===== config.mk =====
export PLATFORM = sky130hd
export DESIGN_NAME = cheri_cap_mem_splitter
export DESIGN_NICKNAME = d
export VERILOG_FILES = /design/src/rtl/cheri_cap_mem_splitter.sv
export SDC_FILE = /design/constraint.sdc
export NUM_CORES = 1
export LEC_CHECK = 0
export ABC_AREA = 0
export BUFFER_PORTS_ARGS = -buffer_cell sky130_fd_sc_hd__buf_2
export CORE_AREA = 2 2 207 209
export CTS_CLUSTER_DIAMETER = 120
export DETAILED_ROUTE_END_ITERATION = 10
export DIE_AREA = 0 0 209 211
export GPL_TIMING_DRIVEN = 0
export SYNTH_ARGS = -nofsm -noshare
export SYNTH_HDL_FRONTEND = slang
export SYNTH_SLANG_ARGS = --single-unit

===== constraint.sdc =====
create_clock -name clk_i -period 5.7 [get_ports clk_i]
set_clock_uncertainty 0.05 [all_clocks]
set_input_delay 0.285 -clock clk_i [delete_from_list [all_inputs] [get_ports clk_i]]
set_output_delay 0.285 -clock clk_i [all_outputs]
set_load 0.02 [all_outputs]

===== src/rtl/cheri_cap_mem_splitter.sv =====
// rtl/cheri_cap_mem_splitter.sv - splits a 128-bit capability access into two tagged memory beats
module cheri_cap_mem_splitter #(
    parameter int ADDR_WIDTH = 64,
    parameter int DATA_WIDTH = 64,
    parameter int TAG_WIDTH  = 1
) (
    input  logic                    clk_i,
    input  logic                    rst_ni,
    input  logic                    req_valid_i,
    output logic                    req_ready_o,
    input  logic                    req_we_i,
    input  logic [ADDR_WIDTH-1:0]   req_addr_i,
    input  logic [2*DATA_WIDTH-1:0] req_cap_i,
    input  logic [TAG_WIDTH-1:0]    req_tag_i,
    output logic                    mem_req_valid_o,
    input  logic                    mem_req_ready_i,
    output logic                    mem_req_we_o,
    output logic [ADDR_WIDTH-1:0]   mem_req_addr_o,
    output logic [DATA_WIDTH-1:0]   mem_req_wdata_o,
    output logic [TAG_WIDTH-1:0]    mem_req_wuser_o,
    input  logic                    mem_rsp_valid_i,
    input  logic [DATA_WIDTH-1:0]   mem_rsp_rdata_i,
    input  logic [TAG_WIDTH-1:0]    mem_rsp_ruser_i,
    input  logic                    mem_rsp_err_i,
    output logic                    rsp_valid_o,
    input  logic                    rsp_ready_i,
    output logic [2*DATA_WIDTH-1:0] rsp_cap_o,
    output logic [TAG_WIDTH-1:0]    rsp_tag_o,
    output logic                    rsp_err_o,
    output logic                    rsp_misaligned_o
);

    typedef enum logic [2:0] {
        IDLE,
        ISSUE_LO,
        WAIT_LO,
        ISSUE_HI,
        WAIT_HI,
        RESP
    } state_t;

    state_t                  state;
    logic                    we_q;
    logic [ADDR_WIDTH-1:0]   addr_q;
    logic [2*DATA_WIDTH-1:0] cap_q;
    logic [TAG_WIDTH-1:0]    tag_q;
    logic [TAG_WIDTH-1:0]    lo_tag_q;
    logic [TAG_WIDTH-1:0]    hi_tag_q;
    logic                    err_q;
    logic                    mis_q;

    always_ff @(posedge clk_i or negedge rst_ni) begin
        if (!rst_ni) begin
            state    <= IDLE;
            we_q     <= 1'b0;
            addr_q   <= '0;
            cap_q    <= '0;
            tag_q    <= '0;
            lo_tag_q <= '0;
            hi_tag_q <= '0;
            err_q    <= 1'b0;
            mis_q    <= 1'b0;
        end else begin
            case (state)
                IDLE: begin
                    if (req_valid_i) begin
                        we_q     <= req_we_i;
                        addr_q   <= req_addr_i;
                        cap_q    <= req_cap_i;
                        tag_q    <= req_tag_i;
                        lo_tag_q <= '0;
                        hi_tag_q <= '0;
                        err_q    <= 1'b0;
                        // A capability must sit on a 16-byte boundary; anything else faults without touching memory
                        if (req_addr_i[3:0] != 4'h0) begin
                            mis_q <= 1'b1;
                            state <= RESP;
                        end else begin
                            mis_q <= 1'b0;
                            state <= ISSUE_LO;
                        end
                    end
                end
                ISSUE_LO: if (mem_req_ready_i) state <= WAIT_LO;
                WAIT_LO: begin
                    if (mem_rsp_valid_i) begin
                        if (mem_rsp_err_i) begin
                            err_q <= 1'b1;
                            state <= RESP;
                        end else begin
                            cap_q[DATA_WIDTH-1:0] <= mem_rsp_rdata_i;
                            lo_tag_q              <= mem_rsp_ruser_i;
                            state                 <= ISSUE_HI;
                        end
                    end
                end
                ISSUE_HI: if (mem_req_ready_i) state <= WAIT_HI;
                WAIT_HI: begin
                    if (mem_rsp_valid_i) begin
                        cap_q[2*DATA_WIDTH-1:DATA_WIDTH] <= mem_rsp_rdata_i;
                        hi_tag_q                         <= mem_rsp_ruser_i;
                        err_q                            <= mem_rsp_err_i;
                        state                            <= RESP;
                    end
                end
                RESP: if (rsp_ready_i) state <= IDLE;
                default: state <= IDLE;
            endcase
        end
    end

    logic issuing;
    logic load_ok;

    assign issuing = (state == ISSUE_LO) || (state == ISSUE_HI);
    // Only a clean load returns data; stores, faults and errors report an untagged zero capability
    assign load_ok = (state == RESP) && !we_q && !err_q && !mis_q;

    assign req_ready_o     = (state == IDLE);
    assign mem_req_valid_o = issuing;
    assign mem_req_we_o    = we_q;
    assign mem_req_addr_o  = (state == ISSUE_HI) ? addr_q + ADDR_WIDTH'(8) :
                             (state == ISSUE_LO) ? addr_q : '0;
    assign mem_req_wdata_o = (state == ISSUE_HI) ? cap_q[2*DATA_WIDTH-1:DATA_WIDTH] :
                             (state == ISSUE_LO) ? cap_q[DATA_WIDTH-1:0] : '0;
    assign mem_req_wuser_o = (issuing && we_q) ? tag_q : '0;

    assign rsp_valid_o      = (state == RESP);
    assign rsp_cap_o        = load_ok ? cap_q : '0;
    assign rsp_tag_o        = load_ok ? (lo_tag_q & hi_tag_q) : '0;
    assign rsp_err_o        = (state == RESP) && err_q;
    assign rsp_misaligned_o = (state == RESP) && mis_q;

endmodule

==> metrics.csv, run 1 <==
metric,value,unit
Via density,4.98,
Comb pwr share,48.6,%
met2 WL,26.0,mm
Yosys warnings,0,
Fin. Hold Viols,0,
Power Total,8.59,mW
Rel. slew slack,17.2,%
share of cells above drive strength 1,32.4,%
Rows,75,
family with the most delay on the worst path,buffers and inverters,
Slew @ Worst Pin,1.24,ns
grt total ovfl,0,
CTS buffer count,25,
crit-path cells,"nand2b_1, clkbuf_1, clkbuf_1, buf_1, nor2_1, buf_2",
fin. max-slew vios,0,
antenna violation net count after detailed routing,0,
final net count,2322,
Startpoint Class,register,
most numerous cell in the Yosys netlist,dfrtp_1,
# DRC,0,
top post-synthesis cells by area,"dfrtp_1 (41%), mux2i_1 (16%), and2_1 (6.9%)",
cell mode on critical path,clkbuf_1,
Iteration-0 DRC Markers,750,
vias in the first global route,13200,
WP data required,5.37,ns
final design instance area without fill,18100,um2
"Max FO, Critical Path",10,
leading cell types by count after synthesis,"dfrtp_1 (201), mux2i_1 (194), nor2_1 (165)",
deepest clock path buffer count,3,
CP endpoint kind,output port,
Buf/Inv on CP,4,
uppermost layer routed,met5,
Filler cells,4121,
final setup violation count,0,
hpwl dp,40.0,mm
Worst-path clk slew,0.06,ns
RSZ-0062 raised after global routing,false,
sw frac,45.4,%
FF/Latch Area,5030,um2
WL/cell,20.2,um
highest clock rate,0.257,GHz
post-synth top area cell,dfrtp_1,
root buffer cell,clkbuf_16,
Syn Inst Count,1320,
clk sinks,201,
Placer Congestion,0.947,
"Seq/Total Area, Yosys",41.4,%
DR pass1 iterations,5,
CP Data Arrival Time,3.56,ns
Routed met3 length,3.38,mm
die span in y,211,um
Clock power frac,18.1,%
Metal-1 WL,22.0,mm
PwrDens,475,nW/um2
"Min Clock Period, post-route",3.89,ns
Max IR drop VDD,0.231,mV
Min-Delay Path Class,in2reg,
number of flops mapped to enable cells by yosys,0,
Seq pwr share,33.3,%
Crit path largest cell delay,0.98,ns
switching power total,3.90,mW
initial antenna violation count,5,
area delta synth->final,48.7,%
"Avg Cell Area, Syn",9.21,um2
status,completed,
largest net degree at the start of global routing,104,
crit path kind,reg2out,
core area,41800,um2
gr usage total,23.3,%
Main synth FF type,dfrtp_1,
post-synth cell types,43,
leak pwr,8.49,nW
Final period util,68.3,%
internal power,4.69,mW
synthesized area,12200,um2
post-place instance area,15500,um2
first-pass GRT wire length,79.3,mm
Initial Utilization,29.1,%
die width,209,um
MaxCap Viol Count,0,
ys async rst share,100,%
worst skew pair latency,0.55,ns
via count,13000,
total die area,44100,um2
Synth Net Count,1587,
register bit total from synthesis,201,
TNS Setup,0,ns
CTS tree,yes,
I/O pin total,530,
multi-input logic area,6700,um2
final wirelength,52.8,mm
H-Tree Depth,1,
Slowest cell on crit path,clkbuf_1,
Yosys top cell area share,41.4,%
Buffers on Ports,529,
Post-CTS Resized,0,
[metal layers]
| metal | global-route usage (%) | vias up |
|---|---|---|
| met4 | 6.01 | 4 |
| met5 | 0 | - |
| met1 | 28.6 | 6313 |
| met3 | 4.56 | 87 |
| met2 | 41.6 | 550 |
| li1 | - | 6057 |
[cell type report]
class	count	area share, %
Clock inverter	7	0.346
Clock buffer	38	3.95
Inverter	9	0.187
Buffer	96	2.21
Antenna cell	1	0.0138
Multi-Input combinational cell	1014	37.0
Sequential cell	201	27.8
Timing Repair Buffer	708	24.7
Tap cell	539	3.73
[tightest hold or removal path, delay by kind of cell]
kind	cells	cell delay, ns
AO/OA/AOI/OAI	1	0.14
buffers and inverters	1	0.07
multiplexers	1	0.06
[per-stage QoR]
stage	hold slack, ns	instances	utilization (%)	setup WS (ns)
3_3_place_gp	0.405	2388	37.1	0.626
6_report	0.0185	2613	43.3	1.81
4_1_cts	0.000162	2611	43.3	1.84
3_5_place_dp	0.344	2389	37.2	2.46
5_1_grt	0.00518	2613	43.3	1.64
2_1_floorplan	-0.0606	1320	-	3.27
[final timing paths]
check / startpoint / end / slack (ns) / cells after the start
min reg2reg: hi_tag_q / hi_tag_q / 0.44 / 2
min: req_cap_i[0] / cap_q[0] / 0.02 / 3
max reg2reg: state[1] / cap_q[125] / 2.60 / 7
max: state[2] / mem_req_wdata_o[62] / 1.81 / 6
max in group asynchronous: rst_ni / cap_q[0] / 4.24 / 3
min in group asynchronous: rst_ni / addr_q[44] / 0.32 / 2
[power groups by stage]
| stage | Sequential [mW] | Combinational (mW) | Clock, mW |
|---|---|---|---|
| after floorplan | 2.63 | 2.71 | 0 |
| after global placement | 2.83 | 3.96 | 0 |
| after detailed placement | 2.86 | 4.03 | 0 |
| after CTS | 2.85 | 4.18 | 1.60 |
| after global routing | 2.97 | 4.54 | 1.65 |
| final | 2.86 | 4.18 | 1.55 |
[cell usage in the layout (no fill, tap or decap), drive strengths merged, types with 19 or more instances in the layout]
master,instances
o21ai,95
nand3,24
mux2i,194
mux2,64
clkbuf,101
nor2,167
buf,563
dfrtp,201
and2,134
xor2,24
nand4,28
nand2,97
or3,19
a21oi,96
dlygate4sd3,178
[registers in the layout (all words and copies together), names as in the netlist]
| register | flops |
|---|---|
| addr_q | 64 |
| cap_q | 128 |
| err_q | 1 |
| hi_tag_q | 1 |
| lo_tag_q | 1 |
| mem_req_we_o | 1 |
| mis_q | 1 |
| state | 3 |
| tag_q | 1 |
[cell families after synthesis]
| group | after synthesis | share of synthesized area, % |
|---|---|---|
| adders and majority gates | 1 | 0.103 |
| xor gates and xnor gates | 29 | 2.09 |
| buffers and inverters | 105 | 3.57 |
| muxes | 258 | 21.9 |
| DFF | 201 | 41.4 |
| AOI/OAI and AO/OA | 210 | 9.10 |
| and+or+nand+nor | 516 | 21.9 |
[what timing repair did]
item,CTS,global route
endpoints found under the hold margin,253,1
setup buffers,0,0
hold buffers,177,1
Note: power is estimated with default switching activity, not from simulation.
==> inputs of run 2 (changes only) <==
Clock period 5.7 ns to 3.49 ns, I/O delays scaled along.
==> run 2 against run 1 <==
Effect of this change:
- clock power increased by 64%
- via count increased by 6.1%
- combinational power increased by 75%
- sequential share of layout area decreased by 2.1 points
- count of clock-buffer cells in the layout unchanged
- sequential power increased by 64%
- register-to-register slack got worse by 2.3 ns
- global-route usage increased by 1.1 points
- flip-flop and latch count unchanged
- critical path depth increased by 2
- cell count increased by 5.5%
- die area unchanged
- highest routed layer unchanged
==> metrics.csv, run 2 (same netlist as run 1, synthesis figures left out) <==
metric,value,unit
grt total ovfl,0,
deepest clock path buffer count,3,
worst hold slack,0.00469,ns
Initial Utilization,29.1,%
vias in the first global route,14300,
H-Tree Depth,1,
most frequent cells in the layout,"buf_2 (552), dlygate4sd3_1 (321), dfrtp_1 (201), mux2i_1 (194), nor2_1 (165)",
"commonest non-fill, non-tap cell in the layout",buf_2,
status,completed,
CTS buffer count,25,
I/O pin total,530,
max reg flops,128,
Final period util,95.9,%
largest net degree at the start of global routing,104,
Slowest cell on crit path,or4_1,
Slew @ Worst Pin,1.20,ns
M2 GR Usage,43.6,%
hpwl dp,40.0,mm
Worst R2R Start,state[1],
FF/Latch Area,5030,um2
Power Total,14.5,mW
initial antenna violation count,6,
global route hottest layer,met2,
leak pwr,9.10,nW
Filler cells,3947,
sw frac,44.9,%
fin. max-slew vios,0,
root buffer cell,clkbuf_16,
WP data required,3.27,ns
gr usage total,24.4,%
highest clock rate,0.299,GHz
share of cells above drive strength 1,30.6,%
DR pass1 iterations,5,
Crit path largest cell delay,0.56,ns
met3 Resource Use GR,4.88,%
Rel. slew slack,20.1,%
Fin. Hold Viols,0,
TNS Setup,0,ns
Placer Congestion,0.947,
Comb pwr share,50.3,%
final net count,2464,
via count,13800,
Buffers on Ports,529,
Clock power frac,17.5,%
multi-input logic area,6710,um2
first-pass GRT wire length,83.4,mm
final setup violation count,0,
switching power total,6.53,mW
die span in y,211,um
total die area,44100,um2
Seq pwr share,32.2,%
Startpoint Class,register,
Buf/Inv on CP,2,
WP depth,8,
MaxCap Viol Count,0,
RSZ-0062 raised after global routing,true,
die width,209,um
Critical Path Start,addr_q[3],
register-to-register setup slack,0.34,ns
core area,41800,um2
crit path kind,reg2out,
Iteration-0 DRC Markers,858,
Max IR drop VDD,0.406,mV
clk sinks,201,
Worst-path clk slew,0.06,ns
internal power,8.01,mW
R2R cell count,8,
top flop regs,"cap_q (128), addr_q (64), state (3)",
worst skew pair latency,0.54,ns
final wirelength,55.5,mm
Rows,75,
CP Data Arrival Time,3.12,ns
CP endpoint kind,output port,
# DRC,0,
WL/cell,20.1,um
Min-Delay Path Class,in2reg,
worst setup path end,mem_req_addr_o[51],
"Min Clock Period, post-route",3.35,ns
Largest Register,cap_q,
crit-path cells,"ha_1, and3_1, nor2b_4, nand2_1, clkbuf_1, or4_1, a21oi_1, buf_2",
CTS tree,yes,
PwrDens,744,nW/um2
grt met1 use,28.7,%
Via density,5.00,
r2r endpoint,cap_q[114],
antenna violation net count after detailed routing,0,
area delta synth->final,60.8,%
family with the most delay on the worst path,simple AND/OR/NAND/NOR gates,
"Max FO, Critical Path",10,
[run 2: cell count changes in the layout (fill, tap and decap cells not counted), sizes merged]
cell,change
diode,+3
dlygate4sd3,+143
buf,-2
clkbuf,+1
[run 2: through the flow]
stage / instance area (um2) / setup slack, ns / utilization [%] / std cells
final: 19500 / 0.143 / 46.8 / 2758
after global placement: 15500 / -1.47 / 37.1 / 2388
after floorplan: 12200 / 1.17 / - / 1320
after detailed placement: 15500 / 0.365 / 37.2 / 2389
after CTS: 19500 / 0.00149 / 46.7 / 2755
after global routing: 19500 / -0.0587 / 46.8 / 2758
[run 2: timing repair]
item | CTS | global route
buffers inserted | 0 | 0
gates resized for setup | 3 | 11
endpoints found under the setup margin | 70 | 138
hold endpoints to repair | 302 | 0
hold buffers | 321 | 0
[run 2: power groups by stage]
stage	sequential, mW	clock [mW]	combinational [mW]
after floorplan	4.30	0	4.42
after global placement	4.63	0	6.47
after detailed placement	4.68	0	6.57
after CTS	4.65	2.61	7.22
after global routing	4.86	2.70	7.90
final	4.68	2.54	7.32
[run 2: worst min path at each step]
stage                         from          to  depth (start not counted)
3_5_place_dp                rst_ni  addr_q[42]                          1
4_1_cts        mem_rsp_rdata_i[63]  cap_q[127]                          3
6_report       mem_rsp_rdata_i[63]  cap_q[127]                          3
5_1_grt        mem_rsp_rdata_i[63]  cap_q[127]                          3
2_1_floorplan               rst_ni   addr_q[0]                          0
3_3_place_gp        req_addr_i[45]  addr_q[45]                          3
[run 2: metal layers]
metal,vias to the layer above,part of all wire [%]
met5,-,0.025
met4,2,4.1
met3,142,7.2
met2,668,49
met1,6648,39
li1,6341,-
[run 2: worst register-to-register path, cell delays in order (launching register included)]
cell and delay, ns:
dfrtp_1 0.35, buf_2 0.16, nor2b_1 0.25, nor2b_1 0.27
buf_2 0.50, buf_2 0.48, mux2i_1 0.24, dlygate4sd3_1 0.59
o21ai_0 0.10
[run 2: cell type report]
| cell class | count | share of cell area (%) |
|---|---|---|
| multi-input cells | 1014 | 34.3 |
| repair buffers | 851 | 30.2 |
| well taps | 539 | 3.45 |
| diodes | 4 | 0.0512 |
| clock buffers | 38 | 3.65 |
| plain buffers | 95 | 2.10 |
| flip-flops and latches | 201 | 25.7 |
| inverters | 9 | 0.173 |
| clock inverters | 7 | 0.320 |
==> inputs of run 3 (changes only) <==
Settings changed: CTS_BUF_LIST from default to sky130_fd_sc_hd__clkbuf_8.
==> run 3 against run 2 <==
Effect of this change:
- clock power down 8.7%
- fmax fell by 0.28%
- cell count rose by 0.87%
- die area did not move
- critical path depth stayed put
- power down 1.5%
- sequential power barely moved
- worst hold slack improved by 0.060 ns
- routed wire length is essentially flat
- non-clock buffer count increased by 3
- utilization about the same
- critical endpoint unchanged
- largest power group unchanged
==> metrics.csv, run 3 (same netlist as run 1, synthesis figures left out) <==
metric,value,unit
Slowest cell on crit path,or4_1,
worst skew pair latency,0.58,ns
via count,14000,
Fin. Hold Viols,0,
top flop regs,"cap_q (128), addr_q (64), state (3)",
RSZ-0062 raised after global routing,false,
Min-Delay Path Class,in2reg,
initial antenna violation count,4,
antenna violation net count after detailed routing,0,
"Min Clock Period, post-route",3.36,ns
Final period util,96.2,%
crit path kind,reg2out,
grt total ovfl,0,
Largest Register,cap_q,
max reg flops,128,
min-delay src,mem_rsp_valid_i,
# DRC,0,
Initial Utilization,29.1,%
die span in y,211,um
register-to-register setup slack,0.22,ns
Filler cells,3953,
CTS tree,yes,
final wirelength,55.4,mm
final design instance area without fill,19600,um2
Rows,75,
Buf/Inv on CP,2,
Crit path largest cell delay,0.53,ns
Max IR drop VDD,0.367,mV
crit-path cells,"ha_1, and3_1, nor2b_4, nand2_1, clkbuf_2, or4_1, a21oi_1, buf_2",
CP endpoint kind,output port,
r2r endpoint,cap_q[127],
Via density,5.02,
Worst R2R Start,state[1],
final net count,2482,
final setup violation count,0,
most frequent cells in the layout,"buf_2 (552), dlygate4sd3_1 (323), dfrtp_1 (201), mux2i_1 (194), nor2_1 (165)",
CTS buffer count,40,
CP Data Arrival Time,3.13,ns
first-pass GRT wire length,83.7,mm
MaxCap Viol Count,0,
WL/cell,19.9,um
Slew @ Worst Pin,1.10,ns
family with the most delay on the worst path,simple AND/OR/NAND/NOR gates,
leak pwr,9.22,nW
clk sinks,201,
Placer Congestion,0.947,
share of cells above drive strength 1,31.4,%
vias in the first global route,14400,
gr usage total,24.6,%
WP data required,3.27,ns
status,completed,
total die area,44100,um2
largest net degree at the start of global routing,104,
highest clock rate,0.298,GHz
root buffer cell,clkbuf_8,
"commonest non-fill, non-tap cell in the layout",buf_2,
hpwl dp,40.0,mm
DR pass1 iterations,5,
die width,209,um
Buffers on Ports,529,
Rel. slew slack,26.3,%
area delta synth->final,60.8,%
R2R cell count,7,
deepest clock path buffer count,3,
PwrDens,732,nW/um2
fin. max-slew vios,0,
worst hold slack,0.0642,ns
Startpoint Class,register,
H-Tree Depth,2,
Iteration-0 DRC Markers,785,
I/O pin total,530,
Worst Hold Depth,4,
multi-input logic area,6710,um2
FF/Latch Area,5030,um2
WHS Endpoint,err_q,
"Max FO, Critical Path",10,
post-place instance area,15500,um2
Worst-path clk slew,0.06,ns
Place WS,0.365,ns
core area,41800,um2
fin worst setup slack,0.133,ns
## run 3: changes by cell type in the layout (fill, tap and decap cells not counted)
| cell | before | now |
|---|---|---|
| clkbuf_2 | 4 | 13 |
| buf_6 | 1 | 2 |
| diode_2 | 4 | 2 |
| dlygate4sd3_1 | 321 | 323 |
| clkinvlp_4 | 1 | 0 |
| clkbuf_16 | 25 | 0 |
| clkdlybuf4s15_1 | 0 | 1 |
| clkbuf_8 | 4 | 45 |
| clkbuf_1 | 66 | 46 |
| inv_1 | 9 | 26 |
| clkbuf_4 | 3 | 2 |
| buf_4 | 0 | 2 |
## run 3: repair_timing
item / in CTS / in global routing
cloned: 0 / 0
endpoints found under the hold margin: 303 / 0
setup buffers: 0 / 2
setup endpoints to repair: 76 / 165
resized for setup: 8 / 25
pin swaps: 0 / 1
hold buffers: 323 / 0
## run 3: metrics by stage
| step | util (%) | TNS [ns] | power, mW | std cells |
|---|---|---|---|---|
| after floorplan | - | 0 | 8.72 | 1320 |
| after global placement | 37.1 | -290.92 | 11.1 | 2388 |
| after detailed placement | 37.2 | 0 | 11.3 | 2389 |
| after CTS | 46.7 | 0 | 14.3 | 2780 |
| after global routing | 46.8 | 0 | 15.3 | 2782 |
| final | 46.8 | 0 | 14.3 | 2782 |
## run 3: routing by layer
metal	part of all wire [%]	vias up	wire length, um	GRT usage [%]
met1	40	6787	22000	28.7
met2	50	681	27700	44.5
met4	3.5	0	1960	9.66
li1	-	6376	-	-
met3	6.7	131	3730	4.82
met5	0	-	0	0
## run 3: final cells by class
type | count | area share (%)
plain buffers | 94 | 2.19
flip-flops and latches | 201 | 25.7
diodes | 2 | 0.0256
repair buffers | 855 | 30.3
inverters | 9 | 0.173
well taps | 539 | 3.45
multi-input cells | 1014 | 34.3
clock inverters | 23 | 0.608
clock buffers | 45 | 3.17
## run 3: worst max path at each step
stage / start / end / slack, ns / depth (start not counted)
2_1_floorplan: addr_q[50] / mem_req_addr_o[61] / 1.17 / 4
3_3_place_gp: rst_ni / cap_q[23] / -1.47 / 1
3_5_place_dp: state[1] / rsp_cap_o[63] / 0.37 / 8
4_1_cts: state[1] / rsp_cap_o[92] / 0.001 / 8
5_1_grt: state[1] / mem_req_addr_o[35] / 0.01 / 9
6_report: addr_q[3] / mem_req_addr_o[51] / 0.13 / 8
## run 3: worst register-to-register path: stages (launching register included)
cell	delay [ns]
dfrtp_1	0.35
buf_2	0.17
nor2b_1	0.25
nor2b_1	0.28
clkdlybuf4s15_1	0.89
mux2i_1	0.39
dlygate4sd3_1	0.65
o21ai_0	0.08
## run 3: where the power goes
part	leakage (nW)	switching (mW)	total, mW	internal (mW)
logic	6.41	4.26	7.30	3.04
clock network	0.448	1.08	2.32	1.24
registers	2.37	1.18	4.69	3.51
